==> config.mk <==
export PLATFORM = sky130hd
export DESIGN_NAME = ps2_host_tx
export DESIGN_NICKNAME = d
export VERILOG_FILES = /design/src/rtl/ps2_host_tx.sv
export SDC_FILE = /design/constraint.sdc
export NUM_CORES = 1
export LEC_CHECK = 0
export BUFFER_PORTS_ARGS = -buffer_cell sky130_fd_sc_hd__buf_2
export CORE_MARGIN = 2
export CORE_UTILIZATION = 51
export DETAILED_ROUTE_END_ITERATION = 10
export PLACE_DENSITY_LB_ADDON = 0.15
export SLEW_MARGIN = 25
export SYNTH_ARGS = -nofsm -noshare
export SYNTH_HDL_FRONTEND = slang
export SYNTH_SLANG_ARGS = --single-unit
==> constraint.sdc <==
create_clock -name clk -period 5.9 [get_ports clk]
set_clock_uncertainty 0.05 [all_clocks]
set_input_delay 0 -clock clk [delete_from_list [all_inputs] [get_ports clk]]
set_output_delay 0 -clock clk [all_outputs]
set_load 0.005 [all_outputs]
==> src/rtl/ps2_host_tx.sv <==
// rtl/ps2_host_tx.sv - PS/2 host-to-device command transmitter
// Runs the inhibit/request handshake and shifts a command byte out on device clocks.
module ps2_host_tx #(
    parameter int INHIBIT_CYCLES = 12000,
    parameter int TIMEOUT_CYCLES = 2_000_000
) (
    input  logic       clk,
    input  logic       reset,
    input  logic       ps2_clk,
    input  logic       ps2_data,
    input  logic [7:0] tx_data,
    input  logic       tx_start,
    output logic       ps2_clk_oe,
    output logic       ps2_data_oe,
    output logic       tx_busy,
    output logic       tx_done,
    output logic       tx_error
);

    localparam int IW = $clog2(INHIBIT_CYCLES + 1);
    localparam int TW = $clog2(TIMEOUT_CYCLES + 1);

    typedef enum logic [2:0] {
        IDLE,
        INHIBIT,
        REQ,
        START,
        SEND,
        RELEASE_WAIT
    } state_t;

    state_t         state_q;
    logic [2:0]     clk_sync_q;
    logic [1:0]     data_sync_q;
    logic [9:0]     frame_q;
    logic [3:0]     bit_cnt_q;
    logic [IW-1:0]  inh_cnt_q;
    logic [TW-1:0]  tout_cnt_q;
    logic           ack_ok_q;
    logic           clk_oe_q;
    logic           data_oe_q;
    logic           busy_q;
    logic           done_q;
    logic           error_q;
    logic           clk_fall;

    // [1] is the current synchronized sample, [2] the previous one.
    assign clk_fall = clk_sync_q[2] & ~clk_sync_q[1];

    always_ff @(posedge clk) begin
        if (!reset) begin
            state_q     <= IDLE;
            clk_sync_q  <= 3'b111;
            data_sync_q <= 2'b11;
            frame_q     <= '0;
            bit_cnt_q   <= '0;
            inh_cnt_q   <= '0;
            tout_cnt_q  <= '0;
            ack_ok_q    <= 1'b0;
            clk_oe_q    <= 1'b0;
            data_oe_q   <= 1'b0;
            busy_q      <= 1'b0;
            done_q      <= 1'b0;
            error_q     <= 1'b0;
        end else begin
            clk_sync_q  <= {clk_sync_q[1:0], ps2_clk};
            data_sync_q <= {data_sync_q[0], ps2_data};
            done_q      <= 1'b0;
            error_q     <= 1'b0;

            case (state_q)
                IDLE: begin
                    clk_oe_q  <= 1'b0;
                    data_oe_q <= 1'b0;
                    if (tx_start) begin
                        frame_q    <= {1'b1, ~^tx_data, tx_data};
                        bit_cnt_q  <= '0;
                        inh_cnt_q  <= '0;
                        tout_cnt_q <= '0;
                        ack_ok_q   <= 1'b0;
                        clk_oe_q   <= 1'b1;
                        busy_q     <= 1'b1;
                        state_q    <= INHIBIT;
                    end
                end

                INHIBIT: begin
                    if (inh_cnt_q == IW'(INHIBIT_CYCLES - 1)) begin
                        data_oe_q <= 1'b1;
                        state_q   <= REQ;
                    end else begin
                        inh_cnt_q <= inh_cnt_q + IW'(1);
                    end
                end

                REQ: begin
                    clk_oe_q   <= 1'b0;
                    tout_cnt_q <= '0;
                    state_q    <= START;
                end

                START, SEND, RELEASE_WAIT: begin
                    if (tout_cnt_q == TW'(TIMEOUT_CYCLES - 1)) begin
                        clk_oe_q  <= 1'b0;
                        data_oe_q <= 1'b0;
                        busy_q    <= 1'b0;
                        error_q   <= 1'b1;
                        state_q   <= IDLE;
                    end else begin
                        tout_cnt_q <= tout_cnt_q + TW'(1);
                        if (state_q == START) begin
                            if (clk_fall) begin
                                data_oe_q <= ~frame_q[0];
                                bit_cnt_q <= '0;
                                state_q   <= SEND;
                            end
                        end else if (state_q == SEND) begin
                            if (clk_fall) begin
                                // Edge after the stop bit is the device ACK slot.
                                if (bit_cnt_q == 4'd9) begin
                                    ack_ok_q  <= ~data_sync_q[1];
                                    data_oe_q <= 1'b0;
                                    state_q   <= RELEASE_WAIT;
                                end else begin
                                    frame_q   <= {1'b0, frame_q[9:1]};
                                    data_oe_q <= ~frame_q[1];
                                    bit_cnt_q <= bit_cnt_q + 4'd1;
                                end
                            end
                        end else if (clk_sync_q[1] && data_sync_q[1]) begin
                            busy_q  <= 1'b0;
                            done_q  <= ack_ok_q;
                            error_q <= ~ack_ok_q;
                            state_q <= IDLE;
                        end
                    end
                end

                default: begin
                    clk_oe_q  <= 1'b0;
                    data_oe_q <= 1'b0;
                    busy_q    <= 1'b0;
                    state_q   <= IDLE;
                end
            endcase
        end
    end

    assign ps2_clk_oe  = clk_oe_q;
    assign ps2_data_oe = data_oe_q;
    assign tx_busy     = busy_q;
    assign tx_done     = done_q;
    assign tx_error    = error_q;

endmodule

# Word level (Yosys, flattened, before mapping)

Index checks and enable logic that the tools add are counted.
Widths: inputs -> output; s select.

Logic and storage cells: 136
Output and inout bits: 5
Bits of input ports: 13
Register bits: 63

Multiplexer cells: 59
$add $sub $neg: 3
Bitwise operators: 12
Eq/ne operators: 30
Reductions and logical operators: 19

Operators with widths:

| operator              | count |
|---|---|
| $pmux 21 s3           | 1 |
| $mux 10               | 6 |
| $mux 21               | 2 |
| $mux 14               | 2 |
| $mux 4                | 7 |
| $pmux 14 s2           | 1 |
| $mux 3                | 9 |
| $mux 1                | 24 |
| $add 21x1->21 const B | 1 |
| $eq 21x21->1 const B  | 1 |
| $ne 3x3->1 const B    | 7 |
| $reduce_and 7->1      | 3 |
| $ne 2x2->1 const B    | 10 |
| $pmux 10 s2           | 1 |
| $add 14x1->14 const B | 1 |
| $eq 14x14->1 const B  | 1 |
| $ne 4x4->1 const B    | 3 |
| $pmux 3 s4            | 1 |
| $not 1->1             | 11 |
| $ne 5x5->1 const B    | 2 |
| $reduce_and 5->1      | 2 |
| $pmux 1 s3            | 3 |
| $pmux 4 s2            | 1 |
| $reduce_xnor 8->1     | 1 |
| other kinds (17)      | 22 |

# Longest topological paths before layout

Depth in word-level cells: 7
Mapped depth: 9

# Worst setup path after synthesis

No wires, ideal clock.

Path type: register -> register
Start: register bit_cnt_q[1]
End: register bit_cnt_q[2]
Setup time: 0.079 ns
Data arrival time: 1.916 ns
Setup slack: 3.855 ns
Cell stages (with the launch flop): 8
Path buffers: 0
Data required time: 5.771 ns
Clock period less this slack: 2.045 ns
Cells stage by stage: dfxtp_1 inv_1 ha_1 and3b_1 or2_1 or4_1 or3b_1 o211ai_1

Cells in the longest elaborated chain, start to end: 7
Elaborated cells on any way between the ends: 10
Those cells by class: add/sub (1); eq/ne (2); mux (6); reduce/logical (1)

RTL lines:

| what                   | line | text |
|---|---|---|
| start, declared        | 36   | `logic [3:0] bit_cnt_q;` |
| start signal, assigned | 127  | `bit_cnt_q <= bit_cnt_q + 4'd1;` |
| $add 4x1->4            | 127  |  |
| $mux 4                 | 120  | `if (bit_cnt_q == 4'd9) begin` |
| $mux 4                 | 118  | `if (clk_fall) begin` |
| $mux 4                 | 117  | `end else if (state_q == SEND) begin` |
| $mux 4                 | 111  | `if (state_q == START) begin` |
| $mux 4                 | 103  | `if (tout_cnt_q == TW'(TIMEOUT_CYCLES - 1)) begin` |
| $pmux 4 s2             | 71   | `case (state_q)` |

Several ways; a longest one is shown, not always the timed one. The select of a mux whose other input is x is not followed.
A chain may end at the register's enable or synchronous reset.

# Worst setup path after layout

Start: register state_q[2]
End: register bit_cnt_q[2]

Cells in the longest elaborated chain, start to end: 4
Elaborated cells on any way between the ends: 16
Those cells by class: eq/ne (9); mux (3); reduce/logical (4)

RTL lines:

| what                                                            | line    | text |
|---|---|---|
| start, declared                                                 | 32      | `state_t state_q;` |
| start signal, assigned                                          | 52      | `state_q <= IDLE;` |
| start signal, assigned                                          | 83      | `state_q <= INHIBIT;` |
| start signal, assigned                                          | 90      | `state_q <= REQ;` |
| $eq 3x2->1 (tied with other cells)                              | 71, 111 |  |
| $reduce_or 3->1 or $mux 4 (tied branches)                       | 71, 111 |  |
| $ne 3x3->1 (no source line) (tied with other cells)             | --      |  |
| $reduce_and 7->1 (no source line) or $pmux 4 s2 (tied branches) | --      |  |

Several ways; a longest one is shown, not always the timed one. The select of a mux whose other input is x is not followed.

==> impl_metrics.toml <==
[outcome]
outcome = "completed"

[final_layout]
antennaDiodeCount = 0
fill_cells = 561
utilization_pct = 58.2
fin_cells = 491
drive_gt1_share_pct = 10.9
multi_input_area_um2 = 1890
mostFrequentLayoutCell = "dfxtp_1"
syn_to_final_growth_pct = 11.3
nNetsFinal = 427
seqCellArea_um2 = 1260
final_cell_mix = "dfxtp_1 (63), nor2_1 (45), nand2_1 (35)"

[critical_path]
r2r_slack_ns = 3.23
critPathSlowestCell = "dfxtp_1"
end_kind = "register"
r2r_end = "bit_cnt_q[2]"
max_stage_delay_ns = 0.61
crit_path_start_kind = "register"
worstPathCellList = "nand2b_1 -> or2_1 -> or4_1 -> or3b_1 -> o211ai_1"
r2r-start = "state_q[2]"
critPathRequiredTime_ns = 6.12
reg2reg_depth = 5
arrival_ns = 2.88
cp_max_fo = 20
critical_path_class = "register to register"

[timing]
setup_violations = 0
max_slew_margin_pct = 51.7
fin_hold_ws_ns = 0.0856
min_period_over_period_pct = 45.2
worst_slack_ns = 3.23
worst_pin_slew_ns = 0.725
tns_ns = 0
rsz0062_at_grt = "false"
drv_slew = 0
hold_viol = 0
timing.fmax_mhz = 375
min_period_ns = 2.67

[drt]
drt_iter0_markers = 106
firstDrtPassIters = 4
vias = 2820
drc = 0
avgRoutedWirePerCell_um = 14.3
routed_via_density = 5.74
ant_nets = 0
totalWireLength_um = 7010

[synth]
syn_nets = 405
ys_ff_latch = 63
yosysTopAreaCellShare_pct = 38.2
yosys_most_used_dff = "dfxtp_1"
yosysSeqAreaShare_pct = 38.2
yosys-top-cells-area = "dfxtp_1 (38%), nor2_1 (5.1%), xor2_1 (4.8%)"
ys_async_sr_fraction_pct = 0
synth-edff-count = 0
syn_area_um2 = 3300
syn_inst = 388
yosysWarnings = 0
yosysTopAreaCell = "dfxtp_1"
synthDistinctLibCells = 68
syn_avg_cell_area_um2 = 8.51

[grt]
grt-ovfl-total = 0
grt_pass1_vias = 2649
antenna_found_initial = 0
grt_pass1_wl_um = 12000
grt_max_degree = 23
grt.total_usage_pct = 20.5

[place]
place_hpwl_um = 4690
io_buffers = 17
pre_cts_ws_ns = 3.29
gp_congestion = 0.829
dp.cells = 465

[power]
p_clk_share_pct = 32.2
swShare_pct = 32.5
peakVddDrop_uv = 210
leakage_nw = 1.34
p_sw_mw = 0.380
power_frac_seq_pct = 44.5
cell_internal_pwr_mw = 0.791
p_comb_share_pct = 23.2
cellPowerDensity_nw_per_um2 = 319

[floorplanning]
die_w_um = 84.5
rows = 29
ios = 18
die_h_um = 84.5
die-area_um2 = 7140
core_area_um2 = 6310
initial_utilization_pct = 52.3

[cts]
htreeDepth = 3
cts_buffers = 9
ctsLongestPathBuffers = 2
cts_tree = "yes"
cts-root-buf = "clkbuf_8"
post_cts_resized = 0
cts_sinks = 63
clock_latency_ns = 0.34
hold_buffers = 11
clk_pin_slew_ns = 0.07
post_cts_buffers = 0

[min_path]
holdPathEnd = "ack_ok_q"
worstHoldPathCells = 4
hold_class = "input pin to register"
hold_path.startpoint = "tx_start"

[job]
maxCapViolCount = 0
==> cell usage after synthesis (3+ instances only) <==
cell,count
a31oi_1,3
and2_1,3
and3_1,9
o21ai_1,3
buf_2,3
a21oi_1,19
nor3_1,4
o21ai_0,6
o211ai_1,5
ha_1,4
clkbuf_1,8
o31ai_1,5
a311oi_1,8
a41oi_1,3
inv_1,7
nand2b_1,10
or4_1,9
mux2i_1,5
or3_1,9
nand2_1,35
and4_1,3
nor2_1,45
xor2_1,18
clkbuf_8,3
xnor2_1,12
nand3_1,24
dfxtp_1,63
nand4_1,12
==> worst max-delay path: cells and delay by family (launching register included) <==
family	cells	cell delay (ns)
flops	1	0.61
simple gates	4	1.84
compound gates	1	0.09
==> flip-flops by register name, summed over array words and instances (netlist names) <==
name,cells
tout_cnt_q,21
inh_cnt_q,14
frame_q,10
bit_cnt_q,4
clk_sync_q,3
state_q,3
data_sync_q,2
ack_ok_q,1
ps2_clk_oe,1
ps2_data_oe,1
tx_busy,1
tx_done,1
tx_error,1
==> cells by family (layout without fill, tap and decap cells) <==
kind of cell             after synthesis  in the layout  share of synthesized area [%]
AO/OA/AOI/OAI                         72             72                           15.0
buffers and inverters                 25             51                           4.55
XOR/XNOR                              30             30                           7.95
AND/OR/NAND/NOR                      189            189                           31.2
multiplexers                           5              5                           1.52
adder cells (fa/ha/maj)                4              4                           1.52
flip-flops                            63             63                           38.2
==> how the worst max path moves through the flow <==
stage | depth (start not counted) | startpoint | slack (ns) | end
2_1_floorplan | 7 | bit_cnt_q[1] | 3.85 | bit_cnt_q[2]
3_3_place_gp | 5 | state_q[2] | 3.32 | bit_cnt_q[2]
3_5_place_dp | 5 | state_q[2] | 3.29 | bit_cnt_q[2]
4_1_cts | 5 | state_q[2] | 3.27 | bit_cnt_q[2]
5_1_grt | 5 | state_q[2] | 3.09 | bit_cnt_q[2]
6_report | 5 | state_q[2] | 3.23 | bit_cnt_q[2]
==> power groups by stage <==
stage	logic (mW)	clock network (mW)	registers (mW)
3_5_place_dp	0.266	0	0.530
6_report	0.272	0.378	0.522
3_3_place_gp	0.263	0	0.529
5_1_grt	0.304	0.401	0.530
4_1_cts	0.272	0.386	0.521
2_1_floorplan	0.242	0	0.505
==> through the flow <==
stage	power, mW	cell area (um^2)
2_1_floorplan	0.748	3300
3_3_place_gp	0.793	3370
3_5_place_dp	0.796	3370
4_1_cts	1.18	3680
5_1_grt	1.24	3680
6_report	1.17	3680
==> cell type report <==
type                    instances  area share, %
clock inverters                 3           1.16
repair buffers                 29           5.51
flip-flops and latches         63           34.3
clock buffers                  12           4.22
multi-input cells             300           51.5
inverters                       7          0.715
well taps                      77           2.62
==> per-layer routing <==
metal	up-vias	share of wire [%]	track usage, %
met2	44	44	31.4
met4	0	2.7	10.8
met3	19	3.5	4.62
met1	1295	50	26.9
met5	-	0	0
li1	1462	-	-
No activity file was read; power rests on OpenSTA's default activity.
